### config.mk
export PLATFORM = sky130hd
export DESIGN_NAME = regfile_32x32
export DESIGN_NICKNAME = d
export VERILOG_FILES = /design/src/rtl/riscv_pkg.sv /design/src/rtl/decoder_5_to_32.sv /design/src/rtl/regfile_32x32.sv
export SDC_FILE = /design/constraint.sdc
export NUM_CORES = 2
export LEC_CHECK = 0
export BUFFER_PORTS_ARGS = -buffer_cell sky130_fd_sc_hd__buf_2
export CAP_MARGIN = 5
export CORE_ASPECT_RATIO = 1.75
export CORE_MARGIN = 3
export CORE_UTILIZATION = 50
export DETAILED_ROUTE_END_ITERATION = 6
export GPL_ROUTABILITY_DRIVEN = 0
export PLACE_DENSITY = 0.7
export SLEW_MARGIN = 30
export SYNTH_ARGS = -nofsm -noshare
export SYNTH_HDL_FRONTEND = slang
export SYNTH_SLANG_ARGS = --single-unit
### constraint.sdc
create_clock -name clk -period 42.3 [get_ports clk]
set_clock_uncertainty 0.15 [all_clocks]
set_input_delay 0 -clock clk [delete_from_list [all_inputs] [get_ports clk]]
set_output_delay 0 -clock clk [all_outputs]
set_load 0.01 [all_outputs]
### src/rtl/riscv_pkg.sv
// rtl/riscv_pkg.sv - shared RV32I widths and types
package riscv_pkg;

  localparam int XLEN       = 32;
  localparam int REG_ADDR_W = 5;
  localparam int NUM_REGS   = 32;

  typedef logic [REG_ADDR_W-1:0] reg_addr_t;
  typedef logic [XLEN-1:0]       xlen_t;

endpackage

### src/rtl/decoder_5_to_32.sv
// rtl/decoder_5_to_32.sv - 5-bit address to 32-bit one-hot select
module decoder_5_to_32
  import riscv_pkg::*;
(
  input  reg_addr_t             i_addr,
  output logic [NUM_REGS-1:0]   o_onehot
);

  assign o_onehot = NUM_REGS'(1) << i_addr;

endmodule

### src/rtl/regfile_32x32.sv
// rtl/regfile_32x32.sv - RV32I register file, 2 read + 1 write + debug read, write counter
module regfile_32x32 #(
  parameter int XLEN   = riscv_pkg::XLEN,
  parameter int BYPASS = 0,
  parameter int CNT_W  = 32
) (
  input  logic                        clk,
  input  logic                        rst,
  input  logic [riscv_pkg::REG_ADDR_W-1:0] rs1_addr,
  input  logic [riscv_pkg::REG_ADDR_W-1:0] rs2_addr,
  output logic [XLEN-1:0]             rs1_data,
  output logic [XLEN-1:0]             rs2_data,
  input  logic [riscv_pkg::REG_ADDR_W-1:0] rd_addr,
  input  logic [XLEN-1:0]             rd_data,
  input  logic                        rd_wren,
  input  logic [riscv_pkg::REG_ADDR_W-1:0] dbg_addr,
  output logic [XLEN-1:0]             dbg_data,
  output logic [CNT_W-1:0]            wr_count
);

  import riscv_pkg::*;

  logic [XLEN-1:0]     r_regs [1:NUM_REGS-1];
  logic [CNT_W-1:0]    r_wr_count;
  logic [NUM_REGS-1:0] w_onehot;
  logic [NUM_REGS-1:0] w_wen;
  logic [XLEN-1:0]     w_rd_vec [0:NUM_REGS-1];
  logic                w_fwd1;
  logic                w_fwd2;

  decoder_5_to_32 u_dec (
    .i_addr   (rd_addr),
    .o_onehot (w_onehot)
  );

  // Bit 0 masked off so x0 can never be written or counted.
  assign w_wen = (w_onehot & {NUM_REGS{rd_wren}}) & ~NUM_REGS'(1);

  always_ff @(posedge clk or posedge rst) begin
    if (rst) begin
      for (int i = 1; i < NUM_REGS; i++) r_regs[i] <= '0;
      r_wr_count <= '0;
    end else begin
      for (int i = 1; i < NUM_REGS; i++) begin
        if (w_wen[i]) r_regs[i] <= rd_data;
      end
      if (|w_wen) r_wr_count <= r_wr_count + CNT_W'(1);
    end
  end

  always_comb begin
    w_rd_vec[0] = '0;
    for (int i = 1; i < NUM_REGS; i++) w_rd_vec[i] = r_regs[i];
  end

  assign w_fwd1 = (BYPASS != 0) && rd_wren && (rd_addr != '0) && (rs1_addr == rd_addr);
  assign w_fwd2 = (BYPASS != 0) && rd_wren && (rd_addr != '0) && (rs2_addr == rd_addr);

  assign rs1_data = w_fwd1 ? rd_data : w_rd_vec[rs1_addr];
  assign rs2_data = w_fwd2 ? rd_data : w_rd_vec[rs2_addr];
  assign dbg_data = w_rd_vec[dbg_addr];
  assign wr_count = r_wr_count;

endmodule

==> reports/results.txt <==
Status: completed
CP delay by family, top: buffers and inverters
Nets: 4384
Rows: 171
Worst-path cell chain: dlygate4sd3_1 -> buf_2 -> dlygate4sd3_1 -> inv_8 -> buf_4 -> buf_6 -> buf_12 -> buf_16 -> buf_6
Hold Buf Count CTS: 39
Synth Area in Adders: 0.000200
Die height: 475 um
Clock Tree Buf Depth: 3
Filler Cell Count: 10.0k
Clk slew on worst S/H paths: 60 ps
CTS tree: done
Vias in the first global route: 46.4k
Peak supply drop: 32.3 uV
Root buffer cell: clkbuf_16
Total congestion overflow: 0
CP Launch Type: primary input
Total Power: 3090 uW
Total GRT Usage: 0.330
Pwr/cell area: 45.1 nW/um2
Area leader, netlist: dfrtp_1
Synth top cells by count: mux2_2, dfrtp_1, mux4_2, a22o_1, mux2i_1
H-tree levels: 3
Clock latency on the worst-skew pair: 720 ps
Slowest cell on crit path: buf_4
Critical Path End Type: async pin
Yosys warns: 0
DR vias/cell: 7.28
Synth Area in XOR/XNOR: 0.00433
Maxcap violations: 0
Slew headroom: 0.318
Final non-filler cell total: 6057
Leak: 0.0291 uW
First-pass GRT wire length: 313000 um
Crit-path max FO: 118
Ys async rst share: 1.00
Simple-gate share of the synthesized area: 0.0202
Area grow syn2layout: 9.21%
Top-count cell post-synth: mux2_2
Die Wd: 274 um
Worst-margin pin slew: 1020 ps
#FFs+latches synth: 1024
Critical path's largest stage delay: 760 ps
Ys flop type: dfrtp_1
Per-cell routed wire length: 35.2 um
Sequential cell area fraction in the yosys report: 0.409
Synthesized Nets: 4467
Min-delay src: rd_addr[2]
Switching Share: 0.300
Multiplexer area fraction after synthesis: 0.448
Max Transition Viols Final: 0
Clk pwr share: 0.308
Crit Path Class: in2async
Final period util: 0.106
Yosys top cell area share: 0.409
Hold Fails Final Rpt: 0
Complex-gate fraction of the synthesized area: 0.0811
Worst Path Arrival: 5090 ps
Resized Gates After CTS: 0
Cell Count Post-Placement: 5827
Combinational power share: 0.255
HP Class: in2reg
Reg-to-Reg Start: wr_count[7]
Routed via count: 44.1k
Share of layout cells above drive strength 1: 0.486
Initial Utilization: 0.505
Final routed DRC violation total: 0
F_max: 223 MHz
Combinational family with the most area after synthesis: multiplexers
Critical path buffers and inverters: 9
Final antenna-violating net count: 0
Number of flops mapped to enable cells by yosys: 0
CP Launch Point: rst
Final number of setup-violating endpoints: 0
Routed WL: 213000 um
Detail Placement HPWL: 124000 um
Full die area: 130000 um2
Power share of the sequential group: 0.438
Ports: 183
Psw: 928 uW
Initial antenna violation count: 13
TritonCTS Buffers: 98
IO Port Bufs: 182
Fin crit period: 4490 ps
Gate Count Post-Synth: 4411
Cell variety after synth: 37
Iter 0 DRT Violations: 4646
CTS Sinks: 1024
Mapped cell area: 62700 um2
CORE AREA: 124000 um2
Pin count of the biggest net entering global routing: 188
Main area contributors after synthesis: dfrtp_1, mux4_2, mux2_2
Worst EP required: 42910 ps
Drt pass-1 iters: 6
Post-CTS Setup Bufs: 0
Core Util, Final: 0.551
Syn avg cell area: 14.2 um2
Setup TNS: 0 ps
RSZ-0062 raised after global routing: false
Internal: 2160 uW
==> tightest hold or removal path: cells and delay by family <==
family | cells | cell delay (ps)
and+or+nand+nor | 2 | 500
muxes | 1 | 230
buffers and inverters | 1 | 140
==> layer usage <==
metal	share of wire	up-vias	track usage
met5	0.00046	-	0.000763
met1	0.35	23300	0.396
met4	0.074	14	0.208
met3	0.090	844	0.0756
li1	-	17300	-
met2	0.48	2620	0.537
==> power groups by stage <==
stage          registers [uW]  clock network [uW]  logic (uW)
2_1_floorplan            1310                   0         607
3_3_place_gp             1340                   0         762
3_5_place_dp             1360                   0         779
4_1_cts                  1340                 962         784
5_1_grt                  1380                1000         836
6_report                 1350                 951         788
==> layout by cell type, fill, tap and decap left out, drive strengths merged, types with 3 or more instances in the layout <==
cell | netlist | final
nand2b | 3 | 3
and4 | 6 | 6
inv | 4 | 7
o31ai | 96 | 96
nand2 | 25 | 25
mux2i | 288 | 288
o21ai | 96 | 96
mux2 | 1089 | 1089
nor2 | 23 | 23
clkbuf | 245 | 132
and3 | 7 | 7
bufinv | 0 | 13
a211oi | 97 | 97
a22o | 288 | 288
nand4 | 20 | 20
and2 | 101 | 101
nand3b | 3 | 3
mux4 | 576 | 576
clkinvlp | 0 | 12
o22ai | 96 | 96
dlygate4sd3 | 0 | 39
nand3 | 12 | 12
dfrtp | 1024 | 1024
diode | 0 | 5
nor2b | 9 | 9
nor3b | 4 | 4
buf | 260 | 283
clkinv | 0 | 21
xnor2 | 29 | 29
==> cell families (layout without fill, tap and decap cells) <==
logic type / count (synthesis) / count (layout)
other: 0 / 5
muxes: 1953 / 1953
buffers and inverters: 509 / 507
AOI/OAI and AO/OA: 675 / 675
DFF: 1024 / 1024
xor gates and xnor gates: 31 / 31
adders and majority gates: 1 / 1
and+or+nand+nor: 218 / 218
==> registers in the layout (all words and copies together), names as in the netlist <==
| name | count |
|---|---|
| wr_count | 32 |
| r_regs | 992 |
==> layout make-up <==
class | instances | area, um2 | area share
Timing Repair Buffer | 322 | 2360 | 0.0344
Multi-Input combinational cell | 2878 | 35000 | 0.511
Antenna cell | 5 | 12.5 | 0.000183
Clock inverter | 49 | 638 | 0.00932
Tap cell | 1643 | 2060 | 0.0300
Sequential cell | 1024 | 25600 | 0.374
Clock buffer | 132 | 2760 | 0.0404
Inverter | 4 | 22.5 | 0.000329
==> through the flow <==
step	hold slack (ps)	cell area, um2	setup slack [ps]
6_report	58.5	68500	37810
5_1_grt	71.2	68500	37210
3_3_place_gp	83.6	64500	37650
4_1_cts	12.3	68300	37540
3_5_place_dp	90.4	64500	37930
2_1_floorplan	1.69	62700	13330
==> path summary, 6_finish.rpt <==
| path | end | slack (ps) | depth (start not counted) |
|---|---|---|---|
| setup / recovery | r_regs[29] | 37810 | 9 |
| hold / removal | r_regs[607] | 60 | 4 |
| setup reg to reg | wr_count[16] | 39960 | 5 |
| hold reg to reg | wr_count[31] | 320 | 1 |
| max in group clk | rs1_data[29] | 38280 | 8 |
| min in group asynchronous | r_regs[650] | 410 | 4 |
Note: power is estimated with default switching activity, not from simulation.
